### src/rtl/parity_channel_pkg.sv
// Shared types and defaults for the parity channel: link FSM state encoding,
// default parameter values and the run-counter sizing helper.
package parity_channel_pkg;

  typedef enum logic {
    HUNT   = 1'b0,
    LOCKED = 1'b1
  } link_state_e;

  localparam int DEF_WIDTH      = 9;
  localparam int DEF_ODD_PARITY = 0;
  localparam int DEF_LOCK_GOOD  = 4;
  localparam int DEF_UNLOCK_BAD = 2;
  localparam int DEF_ERR_CNT_W  = 8;

  // Run counters must hold the larger of the two thresholds without wrapping.
  function automatic int runCountWidth(input int lockGood, input int unlockBad);
    int maxRun;
    maxRun = (lockGood > unlockBad) ? lockGood : unlockBad;
    return (maxRun < 1) ? 1 : $clog2(maxRun + 1);
  endfunction

endpackage

### src/rtl/parity_channel_if.sv
// Control and status bundle of the parity channel; the master side drives
// launch controls and observes the received word and link status.
interface parity_channel_if
  import parity_channel_pkg::*;
#(
  parameter int WIDTH     = DEF_WIDTH,
  parameter int ERR_CNT_W = DEF_ERR_CNT_W
);

  logic                 enable;
  logic                 inject_err;
  logic [WIDTH-1:0]     data_out;
  logic                 data_valid;
  logic                 locked;
  logic [ERR_CNT_W-1:0] err_count;

  modport master (
    output enable, inject_err,
    input  data_out, data_valid, locked, err_count
  );

  modport slave (
    input  enable, inject_err,
    output data_out, data_valid, locked, err_count
  );

endinterface

### src/rtl/parity_channel_parity_gen.sv
// Parity of a payload word; ODD_PARITY flips the sense so the same block
// serves both even and odd links.
module parity_gen
  import parity_channel_pkg::*;
#(
  parameter int WIDTH      = DEF_WIDTH,
  parameter int ODD_PARITY = DEF_ODD_PARITY
) (
  input  logic [WIDTH-1:0] data_i,
  output logic             parity_o
);

  assign parity_o = (^data_i) ^ (ODD_PARITY != 0);

endmodule

### src/rtl/parity_channel.sv
// Counter source -> parity-protected link register -> rx register with parity
// check, error counter and a HUNT/LOCKED link-quality FSM.
module parity_channel
  import parity_channel_pkg::*;
#(
  parameter int WIDTH      = DEF_WIDTH,
  parameter int ODD_PARITY = DEF_ODD_PARITY,
  parameter int LOCK_GOOD  = DEF_LOCK_GOOD,
  parameter int UNLOCK_BAD = DEF_UNLOCK_BAD,
  parameter int ERR_CNT_W  = DEF_ERR_CNT_W
) (
  input  logic             clk,
  input  logic             clear,
  parity_channel_if.slave  bus
);

  localparam int RUN_W = runCountWidth(LOCK_GOOD, UNLOCK_BAD);
  localparam logic [ERR_CNT_W-1:0] ERR_MAX = '1;

  logic [WIDTH-1:0]     txCnt_q, txCnt_d;
  logic [WIDTH:0]       linkData_q, rxData_q;
  logic                 linkVld_q, rxVld_q;
  logic                 txParity, rxParity, rxGood;
  logic [ERR_CNT_W-1:0] errCnt_q, errCnt_d;
  link_state_e          state_q;
  logic                 locked_q;
  logic [RUN_W-1:0]     goodRun_q, badRun_q;

  parity_gen #(.WIDTH(WIDTH), .ODD_PARITY(ODD_PARITY)) uTxParity (
    .data_i  (txCnt_q),
    .parity_o(txParity)
  );

  parity_gen #(.WIDTH(WIDTH), .ODD_PARITY(ODD_PARITY)) uRxParity (
    .data_i  (rxData_q[WIDTH-1:0]),
    .parity_o(rxParity)
  );

  assign rxGood   = (rxParity == rxData_q[WIDTH]);
  assign txCnt_d  = txCnt_q + 1'b1;
  assign errCnt_d = (errCnt_q == ERR_MAX) ? errCnt_q : errCnt_q + 1'b1;

  // Link data holds across idle cycles; only the valid bit drops.
  always_ff @(posedge clk) begin
    if (clear) begin
      txCnt_q    <= '0;
      linkData_q <= '0;
      linkVld_q  <= 1'b0;
      rxData_q   <= '0;
      rxVld_q    <= 1'b0;
    end else begin
      if (bus.enable) begin
        txCnt_q    <= txCnt_d;
        linkData_q <= {txParity ^ bus.inject_err, txCnt_q};
      end
      linkVld_q <= bus.enable;
      rxData_q  <= linkData_q;
      rxVld_q   <= linkVld_q;
    end
  end

  always_ff @(posedge clk) begin
    if (clear) begin
      errCnt_q <= '0;
    end else if (rxVld_q && !rxGood) begin
      errCnt_q <= errCnt_d;
    end
  end

  // Only received words advance the runs; idle cycles leave the FSM untouched.
  always_ff @(posedge clk) begin
    if (clear) begin
      state_q   <= HUNT;
      locked_q  <= 1'b0;
      goodRun_q <= '0;
      badRun_q  <= '0;
    end else if (rxVld_q) begin
      case (state_q)
        HUNT: begin
          if (!rxGood) begin
            goodRun_q <= '0;
          end else if (goodRun_q == RUN_W'(LOCK_GOOD - 1)) begin
            state_q   <= LOCKED;
            locked_q  <= 1'b1;
            goodRun_q <= '0;
            badRun_q  <= '0;
          end else begin
            goodRun_q <= goodRun_q + 1'b1;
          end
        end
        LOCKED: begin
          if (rxGood) begin
            badRun_q <= '0;
          end else if (badRun_q == RUN_W'(UNLOCK_BAD - 1)) begin
            state_q   <= HUNT;
            locked_q  <= 1'b0;
            goodRun_q <= '0;
            badRun_q  <= '0;
          end else begin
            badRun_q <= badRun_q + 1'b1;
          end
        end
        default: begin
          state_q  <= HUNT;
          locked_q <= 1'b0;
        end
      endcase
    end
  end

  assign bus.data_out   = rxData_q[WIDTH-1:0];
  assign bus.data_valid = rxVld_q & rxGood;
  assign bus.locked     = locked_q;
  assign bus.err_count  = errCnt_q;

endmodule

### src/flat_wrapper.sv
// flat-port wrapper written by rule: the top's interface ports become plain ports
module parity_channel_flat import parity_channel_pkg::*;
#(
  parameter int WIDTH      = DEF_WIDTH,
  parameter int ODD_PARITY = DEF_ODD_PARITY,
  parameter int LOCK_GOOD  = DEF_LOCK_GOOD,
  parameter int UNLOCK_BAD = DEF_UNLOCK_BAD,
  parameter int ERR_CNT_W  = DEF_ERR_CNT_W
)
  (clk, clear, bus_enable, bus_inject_err, bus_data_out, bus_data_valid, bus_locked, bus_err_count);
  parity_channel_if #(.WIDTH(WIDTH), .ERR_CNT_W(ERR_CNT_W)) bus_i ();
  input  logic clk;
  input  logic clear;
  input wire logic [$bits(bus_i.enable)-1:0] bus_enable;
  input wire logic [$bits(bus_i.inject_err)-1:0] bus_inject_err;
  output wire logic [$bits(bus_i.data_out)-1:0] bus_data_out;
  output wire logic [$bits(bus_i.data_valid)-1:0] bus_data_valid;
  output wire logic [$bits(bus_i.locked)-1:0] bus_locked;
  output wire logic [$bits(bus_i.err_count)-1:0] bus_err_count;
  assign bus_i.enable = bus_enable;
  assign bus_i.inject_err = bus_inject_err;
  assign bus_data_out = bus_i.data_out;
  assign bus_data_valid = bus_i.data_valid;
  assign bus_locked = bus_i.locked;
  assign bus_err_count = bus_i.err_count;
  parity_channel #(.WIDTH(WIDTH), .ODD_PARITY(ODD_PARITY), .LOCK_GOOD(LOCK_GOOD), .UNLOCK_BAD(UNLOCK_BAD), .ERR_CNT_W(ERR_CNT_W)) u_core (.clk(clk), .clear(clear), .bus(bus_i));
endmodule
### config.mk
export PLATFORM = sky130hd
export DESIGN_NAME = parity_channel_flat
export DESIGN_NICKNAME = d
export VERILOG_FILES = /design/src/rtl/parity_channel_pkg.sv /design/src/rtl/parity_channel_if.sv /design/src/rtl/parity_channel_parity_gen.sv /design/src/rtl/parity_channel.sv /design/src/flat_wrapper.sv
export SDC_FILE = /design/constraint.sdc
export NUM_CORES = 1
export LEC_CHECK = 0
export ABC_AREA = 1
export CAP_MARGIN = 10
export CORE_UTILIZATION = 40
export DETAILED_ROUTE_END_ITERATION = 8
export PLACE_DENSITY = 0.57
export SYNTH_ARGS = -nofsm -noshare
export SYNTH_HDL_FRONTEND = slang
export SYNTH_SLANG_ARGS = --single-unit
### constraint.sdc
create_clock -name clk -period 3.2 [get_ports clk]
set_input_delay 0.64 -clock clk [delete_from_list [all_inputs] [get_ports clk]]
set_output_delay 0.64 -clock clk [all_outputs]
set_load 0.01 [all_outputs]
**Word-level counts from Yosys, hierarchy flattened**

Cells that the tools add are included.

- Register bits: 47
- Bits of input ports: 4
- Output and inout bits: 19
- Logic and storage cells: 54

- $add $sub $neg: 4
- Equality and inequality tests: 8
- Multiplexer cells: 20
- Bitwise logic cells: 4
- Reduce and logical (&&, ||, !) cells: 8

Operators with widths:

| cell | count |
|---|---|
| $mux 3 | 8 |
| $reduce_xor 9->1 | 2 |
| $pmux 3 s2 | 2 |
| $add 9x1->9 const B | 1 |
| $add 8x1->8 const B | 1 |
| $eq 8x8->1 const B | 1 |
| $mux 1 | 8 |
| $add 3x1->3 const B | 2 |
| $reduce_and 3->1 | 2 |
| $reduce_and 5->1 | 1 |
| $ne 2x1->1 const B | 2 |
| $ne 2x2->1 const B | 2 |
| $pmux 1 s2 | 2 |
| $eq 3x1->1 const B | 1 |
| $eq 3x2->1 const B | 1 |
| $not 1->1 | 2 |
| $reduce_and 2->1 | 1 |
| $and 1x1->1 | 1 |
| $eq 1x1->1 | 1 |
| $logic_and 1x1->1 | 1 |
| $logic_not 1->1 | 1 |
| $xor 1x1->1 | 1 |

**Logic depth before layout (Yosys ltp)**

- Depth after elaboration: 5
- Gate-level depth with buffers: 14
- Mapped depth without buffers: 14

**Cells and area by module**

A second synthesis with hierarchy kept.

- Cells, all modules: 331
- Area total of the unflattened synthesis: 2,306.0 um^2

By module, submodules not included:

| module | instances | cells an instance | area an instance (um^2) | sequential area each (um^2) |
|---|---|---|---|---|
| parity_channel | 1 | 255 | 1,978.1 | 940.9 |
| parity_gen | 2 | 38 | 163.9 | 0.0 |

**Worst setup path after synthesis**

Ideal clock, no wire load.

- Path kind: reg2out
- Start point: register u_core.rxData_q[0]
- End point: output bus_data_valid
- Arrival time: 1.118 ns
- Data required time: 2.560 ns
- Path slack: 1.442 ns
- Cell stages (with the launch flop): 11
- Path buffers: 0
- Cell sequence: dfxtp_1 -> nand2_1 -> nand2_2 -> nand2_1 -> nand3_1 -> nand2_1 -> inv_1 -> nand2_4 -> nand2_4 -> nand2_1 -> inv_1

- Word-level cells in the longest chain between the ends: 3

RTL lines:

| what | RTL line | text |
|---|---|---|
| start, declared | parity_channel.sv:21 | `logic [WIDTH:0] linkData_q, rxData_q;` |
| start signal, assigned | parity_channel.sv:57 | `rxData_q <= linkData_q;` |
| $reduce_xor 9->1 | parity_channel_parity_gen.sv:13 | `assign parity_o = (^data_i) ^ (ODD_PARITY != 0);` |
| $eq 1x1->1 | parity_channel.sv:39 | `assign rxGood = (rxParity == rxData_q[WIDTH]);` |
| $and 1x1->1 | parity_channel.sv:112 | `assign bus.data_valid = rxVld_q & rxGood;` |
| end, declared | flat_wrapper.sv:17 | `output wire logic [$bits(bus_i.data_valid)-1:0] bus_data_valid;` |

Every way passes these cells.

**Worst setup path after layout**

- Start point: register u_core.rxData_q[1]
- End point: output bus_data_valid

The elaborated chain is that of the path after synthesis.

==> impl_metrics.ini <==
[yosys]
postSynthCellCount = 323
post_synthesis_net_count = 333
synth_cell_types = 27
yosysTopAreaCellShare = 0.4067
seq_area_frac_synth = 0.4067
synthDominantAreaCellType = sky130_fd_sc_hd__dfxtp_1
ys_warn_count = 0
avgSynthCellArea_sq_um = 7.162
yosys_register_bits = 47
mappedNetlistArea_sq_um = 2313
synth_top_cells_by_area = sky130_fd_sc_hd__dfxtp_1 (41%), sky130_fd_sc_hd__nand2_1 (11%), sky130_fd_sc_hd__nor2_1 (7.5%)

[grt]
grt_pass1_vias = 1762
grtUsageTotal = 0.1573
global_route_wire_length_before_repair_microns = 7686
grt_max_degree = 17
antenna_found_initial = 0
grt_overflow_total = 0

[clock_tree]
clock_tree.buffer_depth = 2
clkSinkCount = 47
clkLatencyLatePin_ps = 300
tritoncts = done
post_cts.repair.setup_buffers = 0
cts.hold.buffers_added = 0
post_cts_resized = 0
htreeDepth = 2
clk_root_buffer_cell = sky130_fd_sc_hd__clkbuf_8
cts_clock_pin_slew_for_the_worst_setup_and_hold_paths_ps = 90
cts_made_buffers = 5

[die]
floorplan.rows = 27
fp.dieW_microns = 78.05
io_pins = 23
fp.dieArea_sq_um = 6092
core-area_sq_um = 5540
start_util = 0.4176
die_height_microns = 78.05

[routing]
viasPerCell = 4.483
routed-via-count = 1847
drt_pass1_iterations = 4
drt.antenna.violating_nets = 0
count_of_unresolved_drc_violations_after_routing = 0
totalWireLength_microns = 4106
wl_per_cell_microns = 9.966
initialDrtViolationCount = 83

[status]
outcome = completed

[timing]
worst_slew_margin_rel = 0.6833
fmax_mhz = 368.1
rsz_0062_raised_after_global_routing = no
tns_ps = 0
finalHoldViolations = 0
worst_pin_slew_ps = 474.6
timing_max_transition_violations_final = 0
final_min_period_over_clock_period = 0.8490
whs_ps = 412.3
final.setup_skew_ps = 5.944
final-setup-viol-count = 0
timing.final.crit_period_ps = 2717

[setup_path]
critPathArrivalTime_ps = 2080
setup.worst_path.end_class = output port
critPathMaxFanout = 7
setup.worst_path.start_class = flop
critPathRequiredTime_ps = 2560
timing.setup.critical_path_class = flop to output port

[power]
power_leakage_nw = 1.122
finalPower_w = 0.001209
p_per_area_nw_per_um2 = 454.7
vdd_drop_max_mv = 0.1871

[final_layout]
layout-drive-gt1-share = 0.08235
insertedDiodeCount = 0
syn_to_final_growth_pct = 14.93
nets = 349
final_cell_count_no_fill = 412

[worst_hold_path]
hold_path_class = flop to flop

[placement]
gp_routability_congestion = 0.8449
port_buffers = 22
hpwlAfterDp_microns = 3029
placedCellCount = 404

[flow_run]
drv_cap = 0
-- power by group --
group | leakage [nW] | switching (W) | internal (W)
combinational | 0.680 | 0.0000885 | 0.0000554
sequential | 0.383 | 0.0000136 | 0.000604
clock | 0.0587 | 0.000210 | 0.000237
-- routing by layer --
metal	share of wire	wire length [microns]	global-route usage	up-vias
met5	0	0	0	-
met4	0.019	78	0.06296	0
met2	0.42	1706	0.2447	19
met3	0.026	108	0.03140	7
met1	0.54	2212	0.2128	795
li1	-	-	-	1026
-- worst max-delay path: stages (launching register included) --
cell                              delay, ps
sky130_fd_sc_hd__dfxtp_1                370
sky130_fd_sc_hd__nand2_1                100
sky130_fd_sc_hd__nand2_2                 80
sky130_fd_sc_hd__nand2_1                 50
sky130_fd_sc_hd__nand3_1                 60
sky130_fd_sc_hd__nand2_1                130
sky130_fd_sc_hd__inv_1                  120
sky130_fd_sc_hd__nand2_4                 60
sky130_fd_sc_hd__nand2_4                120
sky130_fd_sc_hd__nand2_1                 90
sky130_fd_sc_hd__inv_1                   70
sky130_fd_sc_hd__clkdlybuf4s50_1        520
-- sequential cells by signal, summed over array words and instances, names as in the netlist --
register / cells
u_core.linkData_q: 10
u_core.rxData_q: 10
u_core.txCnt_q: 9
u_core.bus.err_count: 8
u_core.badRun_q: 3
u_core.goodRun_q: 3
u_core.bus.locked: 1
u_core.linkVld_q: 1
u_core.rxVld_q: 1
u_core.state_q: 1
-- cell families (layout without fill, tap and decap cells) --
group	Yosys count	count (layout)	synth area share
AO/OA/AOI/OAI	31	31	0.06706
AND/OR/NAND/NOR	164	164	0.3267
XOR/XNOR	13	13	0.04922
adder cells (fa/ha/maj)	6	6	0.03245
flip-flops	47	47	0.4067
buffers and inverters	62	79	0.1179
-- per-stage QoR --
stage	area [sq um]	worst slack (ps)	utilization
6_report	2659	483.1	0.4799
5_1_grt	2659	283.5	0.4799
4_1_cts	2659	461.3	0.4799
3_5_place_dp	2542	803.7	0.4589
3_3_place_gp	2542	852.6	0.4589
2_1_floorplan	2313	1442	-
-- worst paths after layout --
path	from	endpoint	slack, ps	cells after the start
worst max-delay path	u_core.rxData_q[1]$_SDFF_PP0_	bus_data_valid	480	11
worst min-delay path	u_core.linkVld_q$_SDFF_PP0_	u_core.rxVld_q$_SDFF_PP0_	410	2
worst max register to register	u_core.bus.err_count[0]$_SDFFE_PP0P_	u_core.bus.err_count[2]$_SDFFE_PP0P_	1580	7
worst min register to register	u_core.linkVld_q$_SDFF_PP0_	u_core.rxVld_q$_SDFF_PP0_	410	2
-- cells in the final DEF, fill, tap and decap left out, types with 2 or more instances in the layout --
cell / instances
sky130_fd_sc_hd__inv_1: 43
sky130_fd_sc_hd__clkbuf_8: 5
sky130_fd_sc_hd__inv_2: 3
sky130_fd_sc_hd__xnor2_1: 6
sky130_fd_sc_hd__o21ai_0: 7
sky130_fd_sc_hd__a21oi_1: 24
sky130_fd_sc_hd__buf_4: 2
sky130_fd_sc_hd__nor2_2: 2
sky130_fd_sc_hd__clkdlybuf4s50_1: 22
sky130_fd_sc_hd__dfxtp_1: 47
sky130_fd_sc_hd__nor3_1: 8
sky130_fd_sc_hd__ha_1: 6
sky130_fd_sc_hd__nor2_1: 46
sky130_fd_sc_hd__nand3_1: 23
sky130_fd_sc_hd__xor2_1: 7
sky130_fd_sc_hd__nand2_2: 5
sky130_fd_sc_hd__nand4_1: 2
sky130_fd_sc_hd__nand2_4: 3
sky130_fd_sc_hd__nand2_1: 68
-- cell type report --
type | instances | area, sq um
fillers | 574 | 2882
multi-input cells | 214 | 1100
flip-flops and latches | 47 | 940.9
repair buffers | 24 | 235.2
inverters | 47 | 176.4
well taps | 72 | 90.09
clock buffers | 5 | 68.82
clock inverters | 3 | 47.55
-- synthesized netlist by cell type, drive strengths merged --
cell type,number
nand2,76
nor2,50
dfxtp,47
inv,46
nand3,25
a21oi,24
buf,12
nor3,9
o21ai,7
xor2,7
ha,6
xnor2,6
clkbuf,3
nand4,2
clkinv,1
nand3b,1
nor4,1
Note: power is estimated with default switching activity, not from simulation.
